$ cat src/rtl/mux_arbiter_4_if.sv
// mux_arbiter_4_if: request/grant bus between four requesters, the arbiter and a 74153-style selector
interface mux_arbiter_4_if;
    logic [3:0] req;
    logic [3:0] gnt;
    logic [1:0] sel;
    logic       en_n;
    logic       busy;
    modport master (input req, output gnt, sel, en_n, busy);
    modport slave (output req, input gnt, sel, en_n, busy);
endinterface

$ cat src/rtl/mux_arbiter_4.sv
// mux_arbiter_4: round-robin owner of a shared 4:1 selector with glitch-safe sel/strobe sequencing
module mux_arbiter_4 #(
    parameter int HOLD_MAX = 8,
    parameter int HOLD_W   = 4
) (
    input  logic              clk,
    input  logic              rst,
    mux_arbiter_4_if.master   bus
);
    localparam logic [1:0] IDLE  = 2'd0;
    localparam logic [1:0] SETUP = 2'd1;
    localparam logic [1:0] GRANT = 2'd2;
    localparam logic [1:0] GAP   = 2'd3;
    localparam logic [HOLD_W-1:0] CNT_TOP = HOLD_W'(HOLD_MAX == 0 ? 0 : HOLD_MAX - 1);

    logic [1:0]        state_q, state_d;
    logic [1:0]        owner_q, owner_d;
    logic [1:0]        ptr_q, ptr_d;
    logic [HOLD_W-1:0] cnt_q, cnt_d;
    logic [3:0]        gnt_q, gnt_d;
    logic              en_n_q, en_n_d;
    logic              busy_q, busy_d;
    logic [1:0]        win;
    logic              held, preempt;

    function automatic logic [1:0] pick(input logic [3:0] r, input logic [1:0] p);
        pick = p;
        for (int i = 3; i >= 0; i--)
            if (r[p + 2'(i)]) pick = p + 2'(i);
    endfunction

    always_comb begin
        win     = pick(bus.req, ptr_q);
        held    = bus.req[owner_q];
        preempt = HOLD_MAX != 0 && cnt_q == CNT_TOP && |(bus.req & ~(4'b1 << owner_q));
        state_d = state_q;
        owner_d = owner_q;
        ptr_d   = ptr_q;
        cnt_d   = cnt_q;
        case (state_q)
            IDLE, GAP: begin
                state_d = |bus.req ? SETUP : IDLE;
                owner_d = |bus.req ? win : owner_q;
            end
            SETUP: begin
                state_d = held ? GRANT : IDLE;
                cnt_d   = '0;
            end
            default: begin
                state_d = (!held || preempt) ? GAP : GRANT;
                ptr_d   = (!held || preempt) ? owner_q + 2'd1 : ptr_q;
                cnt_d   = (cnt_q == CNT_TOP) ? cnt_q : cnt_q + 1'b1;
            end
        endcase
        // outputs are decoded from the next state so they leave the flops clean
        gnt_d  = state_d == GRANT ? 4'b1 << owner_d : 4'b0;
        en_n_d = state_d != GRANT;
        busy_d = state_d != IDLE;
    end

    always_ff @(posedge clk or posedge rst) begin
        if (rst) begin
            state_q <= IDLE;
            owner_q <= '0;
            ptr_q   <= '0;
            cnt_q   <= '0;
            gnt_q   <= '0;
            en_n_q  <= 1'b1;
            busy_q  <= 1'b0;
        end else begin
            state_q <= state_d;
            owner_q <= owner_d;
            ptr_q   <= ptr_d;
            cnt_q   <= cnt_d;
            gnt_q   <= gnt_d;
            en_n_q  <= en_n_d;
            busy_q  <= busy_d;
        end
    end

    assign bus.gnt  = gnt_q;
    assign bus.sel  = owner_q;
    assign bus.en_n = en_n_q;
    assign bus.busy = busy_q;
endmodule
$ cat src/flat_wrapper.sv
// flat-port wrapper written by rule: the top's interface ports become plain ports
module mux_arbiter_4_flat 
#(
    parameter int HOLD_MAX = 8,
    parameter int HOLD_W   = 4
)
  (clk, rst, bus_req, bus_gnt, bus_sel, bus_en_n, bus_busy);
  mux_arbiter_4_if bus_i ();
  input  logic clk;
  input  logic rst;
  input wire logic [$bits(bus_i.req)-1:0] bus_req;
  output wire logic [$bits(bus_i.gnt)-1:0] bus_gnt;
  output wire logic [$bits(bus_i.sel)-1:0] bus_sel;
  output wire logic [$bits(bus_i.en_n)-1:0] bus_en_n;
  output wire logic [$bits(bus_i.busy)-1:0] bus_busy;
  assign bus_i.req = bus_req;
  assign bus_gnt = bus_i.gnt;
  assign bus_sel = bus_i.sel;
  assign bus_en_n = bus_i.en_n;
  assign bus_busy = bus_i.busy;
  mux_arbiter_4 #(.HOLD_MAX(HOLD_MAX), .HOLD_W(HOLD_W)) u_core (.clk(clk), .rst(rst), .bus(bus_i));
endmodule
$ cat config.mk
export PLATFORM = sky130hd
export DESIGN_NAME = mux_arbiter_4_flat
export DESIGN_NICKNAME = d
export VERILOG_FILES = /design/src/rtl/mux_arbiter_4_if.sv /design/src/rtl/mux_arbiter_4.sv /design/src/flat_wrapper.sv
export SDC_FILE = /design/constraint.sdc
export NUM_CORES = 1
export LEC_CHECK = 0
export CELL_PAD_IN_SITES_DETAIL_PLACEMENT = 1
export CELL_PAD_IN_SITES_GLOBAL_PLACEMENT = 1
export CORE_MARGIN = 3
export CORE_UTILIZATION = 30
export CTS_CLUSTER_DIAMETER = 200
export CTS_CLUSTER_SIZE = 30
export DETAILED_ROUTE_END_ITERATION = 12
export PLACE_DENSITY_LB_ADDON = 0.12
export REMOVE_ABC_BUFFERS = 1
export SLEW_MARGIN = 0
export SYNTH_ARGS = -nofsm -noshare
export SYNTH_HDL_FRONTEND = slang
export SYNTH_SLANG_ARGS = --single-unit
$ cat constraint.sdc
create_clock -name clk -period 1.65 [get_ports clk]
set_input_delay 0.165 -clock clk [delete_from_list [all_inputs] [get_ports clk]]
set_output_delay 0.165 -clock clk [all_outputs]
set_load 0.005 [all_outputs]
==> results of run 1 <==
-- routing by layer --
layer	share of wire (%)	track usage [%]
met5	0	0
met4	2.6	8.89
met3	3.3	2.81
met2	49	23.9
met1	45	18.4
-- through the flow --
stage | util [%] | hold WS [ps] | instances
2_1_floorplan | - | 78.0 | 83
3_3_place_gp | 43.8 | 494 | 166
3_5_place_dp | 43.8 | 494 | 166
4_1_cts | 48.4 | 151 | 177
5_1_grt | 50.7 | 174 | 178
6_report | 50.7 | 151 | 178
-- layout by cell type (no fill, tap or decap), types with 2 or more instances in the layout --
master,instances
and3b_1,2
nor2b_1,2
buf_6,5
dfrtp_1,14
clkbuf_4,3
o41ai_4,3
dlymetal6s2s_1,2
nand2_1,5
buf_4,29
ha_1,4
ha_4,4
nor3_1,3
nor2_1,3
o21ai_0,3
clkdlybuf4s50_1,11
inv_1,3
a31oi_1,2
mux2i_1,2
nor2b_2,4
inv_2,4
-- registers in the layout, indices dropped and copies added, names as in the netlist --
signal / count
u_core.bus.busy: 1
u_core.bus.en_n: 1
u_core.bus.gnt: 4
u_core.bus.sel: 2
u_core.cnt_q: 4
u_core.ptr_q: 2
u_core.state_q: 2
-- worst paths after layout --
check | start | to | cells past startpoint
worst min-delay path | rst | u_core.state_q[0]$_DFF_PP0_ | 3
worst max-delay path | u_core.bus.sel[1]$_DFF_PP0_ | u_core.bus.gnt[3]$_DFF_PP0_ | 4
max in group asynchronous | rst | u_core.bus.en_n$_DFF_PP1_ | 3
worst min register to register | u_core.cnt_q[2]$_DFFE_PP0P_ | u_core.cnt_q[2]$_DFFE_PP0P_ | 1
min in group clk | u_core.cnt_q[2]$_DFFE_PP0P_ | u_core.cnt_q[2]$_DFFE_PP0P_ | 1
worst max register to register | u_core.bus.sel[1]$_DFF_PP0_ | u_core.bus.gnt[3]$_DFF_PP0_ | 4
-- kinds of logic after synthesis --
kind of cell | Yosys count | share of synthesized area (%)
simple gates | 29 | 18.6
fa+ha+maj | 8 | 9.98
buf+inv | 9 | 3.87
compound gates | 19 | 22.2
flops | 16 | 40.0
mux | 4 | 5.36
-- final cells by class --
cell class,count,share of cell area [%]
clock buffer,4,2.29
multi-input combinational,60,41.4
timing repair buffer,47,25.8
inverter,7,1.66
sequential,16,25.4
tap,44,3.47
-- where the power goes --
group | switching, mW | internal (mW) | total [mW]
clock | 0.138 | 0.135 | 0.272
sequential | 0.141 | 0.587 | 0.728
combinational | 1.10 | 1.38 | 2.48
total | 1.38 | 2.10 | 3.48
-- worst max-delay path, cell delays in order (launching register included) --
cell	delay [ps]
dfrtp_2	420
buf_6	120
mux4_2	600
a31oi_4	350
and4b_1	240
-- what timing repair did --
item | CTS | global route
endpoints found under the setup margin | 9 | 12
setup buffers | 7 | 1
pin swaps | 6 | 7
resized for setup | 14 | 14
==> summary.txt, run 1 <==
Clock tree
  – Clock sink count: 16
  – Worst-Skew Late Latency: 310 ps
  – Clock root cell: clkbuf_4
  – Hold buffer count at CTS: 0
  – TritonCTS buffer count: 3
  – CTS H-tree depth: 1
  – Clk slew on worst S/H paths: 100 ps
  – Clock tree buffer depth: 2
  – TritonCTS clock tree: built

Floorplanning
  – Die Area: 4070 um2
  – Rows: 20
  – Die Y: 63.8 um
  – Die width: 63.8 um
  – Core Region: approximately 3100 um2
  – I/O pin count: 14
  – Initial core utilization: between 30% and 40%

Synthesis
  – Area leader, netlist: dfrtp_1
  – Most frequent cells after synthesis: dfrtp_1, ha_1, inv_1
  – Post-synthesis sequential area ratio: between 40% and 50%
  – Cells after synthesis: 85
  – Number of synthesized flops with an enable pin: 0
  – Post-synth cell types: 35
  – Count leader, synth: dfrtp_1
  – Synthesized cell area: 1000 um2
  – Share of the synthesized area in the top cell type: 37.4%
  – Syn avg cell area: 11.8 um2
  – Synth async-reset ratio: 100%
  – Synth top area cells: dfrtp_1, ha_1, o41ai_4
  – Flops & latches, synth: 16
  – Primary FF master, synth: dfrtp_1
  – Yosys warns: 0

Timing
  – RSZ-0062 raised after global routing: true
  – Fmax: 0.539 GHz
  – Final cycle utilization of the critical path: 112%
  – Final Max Slew Viols: 0
  – Slew Limit Headroom: 73.7%
  – Worst-Margin Slew: 384 ps
  – Setup violators final: 9
  – Clock Skew: between 10 and 15 ps
  – Minimum clock period: roughly 1900 ps
  – Final worst setup slack: -205 ps
  – Final hold vios: 0
  – Final TNS setup: -1030 ps

Routing
  – Routed Antenna Nets: 0
  – DR vias/cell: 4.80
  – Via count: 854
  – Routed Wire Length: 2670 um
  – Detailed Route Iter0 Violations: 41
  – Total iterations of the first detailed-routing run: 2
  – WL per Instance: 15.0 um
  – DR DRC count: 0

Layout
  – Fraction of layout cells with a size suffix above 1: 47.8%
  – Diode count: 0
  – Design area: around 1600 um2
  – Fillcell total: ~340
  – Area of the multi-input gates: 657 um2
  – Final Net Count: approximately 150
  – Area Overhead vs Synth: 58.1%
  – Reg area: 403 um2

Flow run
  – Max Cap Viol: 0

Hold path
  – Worst hold path type: in -> async

Worst setup path
  – Critical Path AT: ~2000 ps
  – Crit Path Class: reg -> reg
  – R2r setup slk: -200 ps
  – Crit path launch type: register
  – Critical Path Fanout Max: 6
  – WP data required: 1840 ps
  – Element type at the critical path end: register

Place
  – Worst slack, placed: -434 ps
  – DP Area: 1370 um2
  – RD Place Congestion: between 0.7 and 0.8
  – Buffers on Ports: 13
  – Hpwl dp: 1830 um

Power
  – Power Density: 2190 nW/um2
  – VDD IR max: about 0.94 mV
  – Leak Pwr: between 0.7 and 0.8 nW
  – Total power: 3.48 mW

GRT
  – Global-route usage over all layers: 14.9%
  – Total gr overflow: 0
  – First-pass GRT wire length: 4620 um
  – Largest net degree at the start of global routing: 17
  – Initial antenna violation count: 0
  – Vias in the first global route: 948

Outcome
  – Status: finished, violations left
  – Failing checks: setup timing
Note: power is estimated with default switching activity, not from simulation.
==> run 2: changes to the inputs <==
--- a/config.mk
+++ b/config.mk
@@ -8,7 +8,7 @@
 export CELL_PAD_IN_SITES_DETAIL_PLACEMENT = 1
 export CELL_PAD_IN_SITES_GLOBAL_PLACEMENT = 1
 export CORE_MARGIN = 3
-export CORE_UTILIZATION = 30
+export CORE_UTILIZATION = 25
 export CTS_CLUSTER_DIAMETER = 200
 export CTS_CLUSTER_SIZE = 30
 export DETAILED_ROUTE_END_ITERATION = 12
==> summary.txt, run 2 (synthesis gave the netlist of run 1 again) <==
Floorplanning
  – Rows: 22 (was 20)
  – Die Y: 69.4 um (was 63.8 um)
  – Die width: 69.4 um (was 63.8 um)
  – I/O pin count: 14 (unchanged)
  – Core Region: 3770 um2 (was 3130 um2)
  – Die Area: 4810 um2 (was 4070 um2)
  – Initial core utilization: 26.6% (was 32.1%)

Routing
  – Routed Antenna Nets: 0 (unchanged)
  – Detailed Route Iter0 Violations: 21 (was 41)
  – Routed Wire Length: 2570 um (was 2670 um)
  – DR DRC count: 0 (unchanged)
  – Total iterations of the first detailed-routing run: 4 (was 2)
  – WL per Instance: 13.7 um (was 15.0 um)
  – DR vias/cell: 4.63 (was 4.80)
  – Via count: 866 (was 854)

Layout
  – Area Overhead vs Synth: 63.3% (was 58.1%)
  – Final Util: 43.5% (was 50.7%)
  – Design area: 1640 um2 (was 1590 um2)
  – Final Net Count: 154 (was 149)
  – Commonest non-fill, non-tap cell in the layout: buf_4 (unchanged)
  – Diode count: 0 (unchanged)
  – Fraction of layout cells with a size suffix above 1: 50.4% (was 47.8%)
  – Fillcell total: 421 (was 338)
  – Most frequent cells in the layout: buf_4, dfrtp_1, clkdlybuf4s50_1 (unchanged)

Power
  – Switching share of power: 37.9% (was 39.5%)
  – Internal power: 2.27 mW (was 2.10 mW)
  – Gate power share: 71.9% (was 71.3%)
  – Switch Pwr: 1.39 mW (was 1.38 mW)
  – Clock power frac: 8.3% (was 7.8%)
  – Leak Pwr: 0.745 nW (was 0.723 nW)
  – VDD IR max: 0.924 mV (was 0.942 mV)
  – Total power: 3.66 mW (was 3.48 mW)
  – Power Density: 2230 nW/um2 (was 2190 nW/um2)
  – Part of the power in registers: 19.9% (was 20.9%)

GRT
  – Global-route usage over all layers: 11.4% (was 14.9%)
  – Vias in the first global route: 946 (was 948)
  – Largest net degree at the start of global routing: 12 (was 17)
  – Initial antenna violation count: 0 (unchanged)
  – First-pass GRT wire length: 4490 um (was 4620 um)
  – Total gr overflow: 0 (unchanged)

Clock tree
  – Hold buffer count at CTS: 0 (unchanged)
  – CTS H-tree depth: 1 (unchanged)
  – TritonCTS clock tree: built (unchanged)
  – Clk slew on worst S/H paths: 60 ps (was 100 ps)
  – TritonCTS buffer count: 3 (unchanged)
  – Clock sink count: 16 (unchanged)
  – Clock root cell: clkbuf_8 (was clkbuf_4)
  – Clock tree buffer depth: 2 (unchanged)
  – Worst-Skew Late Latency: 250 ps (was 310 ps)

Place
  – Buffers on Ports: 13 (unchanged)
  – Hpwl dp: 1910 um (was 1830 um)
  – RD Place Congestion: 0.775 (was 0.791)
  – DP Area: 1410 um2 (was 1370 um2)

Timing
  – Minimum clock period: 1770 ps (was 1850 ps)
  – Clock Skew: 3.14 ps (was 12.9 ps)
  – Final cycle utilization of the critical path: 107% (was 112%)
  – Final Max Slew Viols: 0 (unchanged)
  – Final worst setup slack: -119 ps (was -205 ps)
  – Setup violators final: 9 (unchanged)
  – RSZ-0062 raised after global routing: true (unchanged)
  – Worst-Margin Slew: 411 ps (was 384 ps)
  – Hold_ws: 125 ps (was 151 ps)
  – Final hold vios: 0 (unchanged)
  – Slew Limit Headroom: 72.5% (was 73.7%)
  – Fmax: 0.565 GHz (was 0.539 GHz)

Worst setup path
  – WP data required: 1790 ps (was 1840 ps)
  – Critical Path AT: 1910 ps (was 2040 ps)
  – Crit path launch type: register (unchanged)
  – Element type at the critical path end: register (unchanged)
  – Critical Path Fanout Max: 7 (was 6)
  – Crit Path Class: reg -> reg (unchanged)

Flow run
  – Max Cap Viol: 0 (unchanged)

Outcome
  – Status: finished, violations left (unchanged)
  – Failing checks: setup timing (unchanged)

Hold path
  – Worst hold path type: in -> async (unchanged)
[run 2: cell count changes in the layout (fill, tap and decap cells not counted), moves of 2 or more]
cell	previous run	this run
clkdlybuf4s50_1	11	9
clkbuf_4	3	0
clkbuf_8	1	3
buf_4	29	33
dlygate4sd2_1	0	3
[run 2: worst paths after layout]
kind                       slack (ps)                          end                         from  depth (start not counted)
max                              -120  u_core.bus.gnt[3]$_DFF_PP0_  u_core.bus.sel[1]$_DFF_PP0_                          4
min reg2reg                       570  u_core.cnt_q[3]$_DFFE_PP0P_  u_core.cnt_q[3]$_DFFE_PP0P_                          2
max in group asynchronous        1040    u_core.bus.en_n$_DFF_PP1_                          rst                          3
min in group clk                  570  u_core.cnt_q[3]$_DFFE_PP0P_  u_core.cnt_q[3]$_DFFE_PP0P_                          2
max reg2reg                      -120  u_core.bus.gnt[3]$_DFF_PP0_  u_core.bus.sel[1]$_DFF_PP0_                          4
min                               120  u_core.cnt_q[1]$_DFFE_PP0P_                          rst                          2
[run 2: layer usage]
layer,GRT usage [%],part of all wire (%)
met5,0,0
met4,2.60,0.39
met3,2.32,2.7
met2,19.4,51
met1,14.9,46
[run 2: final cells by class]
cell class / count / area [um2] / share of cell area, %
multi-input combinational: 60 / 652 / 39.8
tap: 48 / 60.1 / 3.66
sequential: 16 / 403 / 24.6
timing repair buffer: 52 / 453 / 27.6
inverter: 7 / 26.3 / 1.60
clock buffer: 4 / 45.0 / 2.75
[run 2: critical path: stages, from the launching register on]
cell and delay, ps:
dfrtp_2 400, buf_12 120, mux4_2 570, a31oi_4 320, and4b_1 240
[run 2: metrics by stage]
| stage | setup slack (ps) | cells | TNS [ps] |
|---|---|---|---|
| floorplan | -88.7 | 83 | -233 |
| global route | -232 | 187 | -1570 |
| detailed placement | -525 | 174 | -4170 |
| CTS | -161 | 184 | -905 |
| global placement | -560 | 174 | -4250 |
| finish | -119 | 187 | -772 |
[run 2: power groups by stage]
stage	Combinational, mW	Clock [mW]	Sequential [mW]
after global routing	2.88	0.334	0.752
final	2.63	0.302	0.726
after CTS	2.44	0.315	0.729
after global placement	1.99	0	0.721
after detailed placement	2.03	0	0.727
after floorplan	1.05	0	0.729
[run 2: timing repair]
item	4_1_cts	5_1_grt
endpoints found under the setup margin	10	10
pin swaps	9	10
gates resized for setup	25	6
buffers inserted	6	4
gates cloned	0	0
hold endpoints to repair	0	0
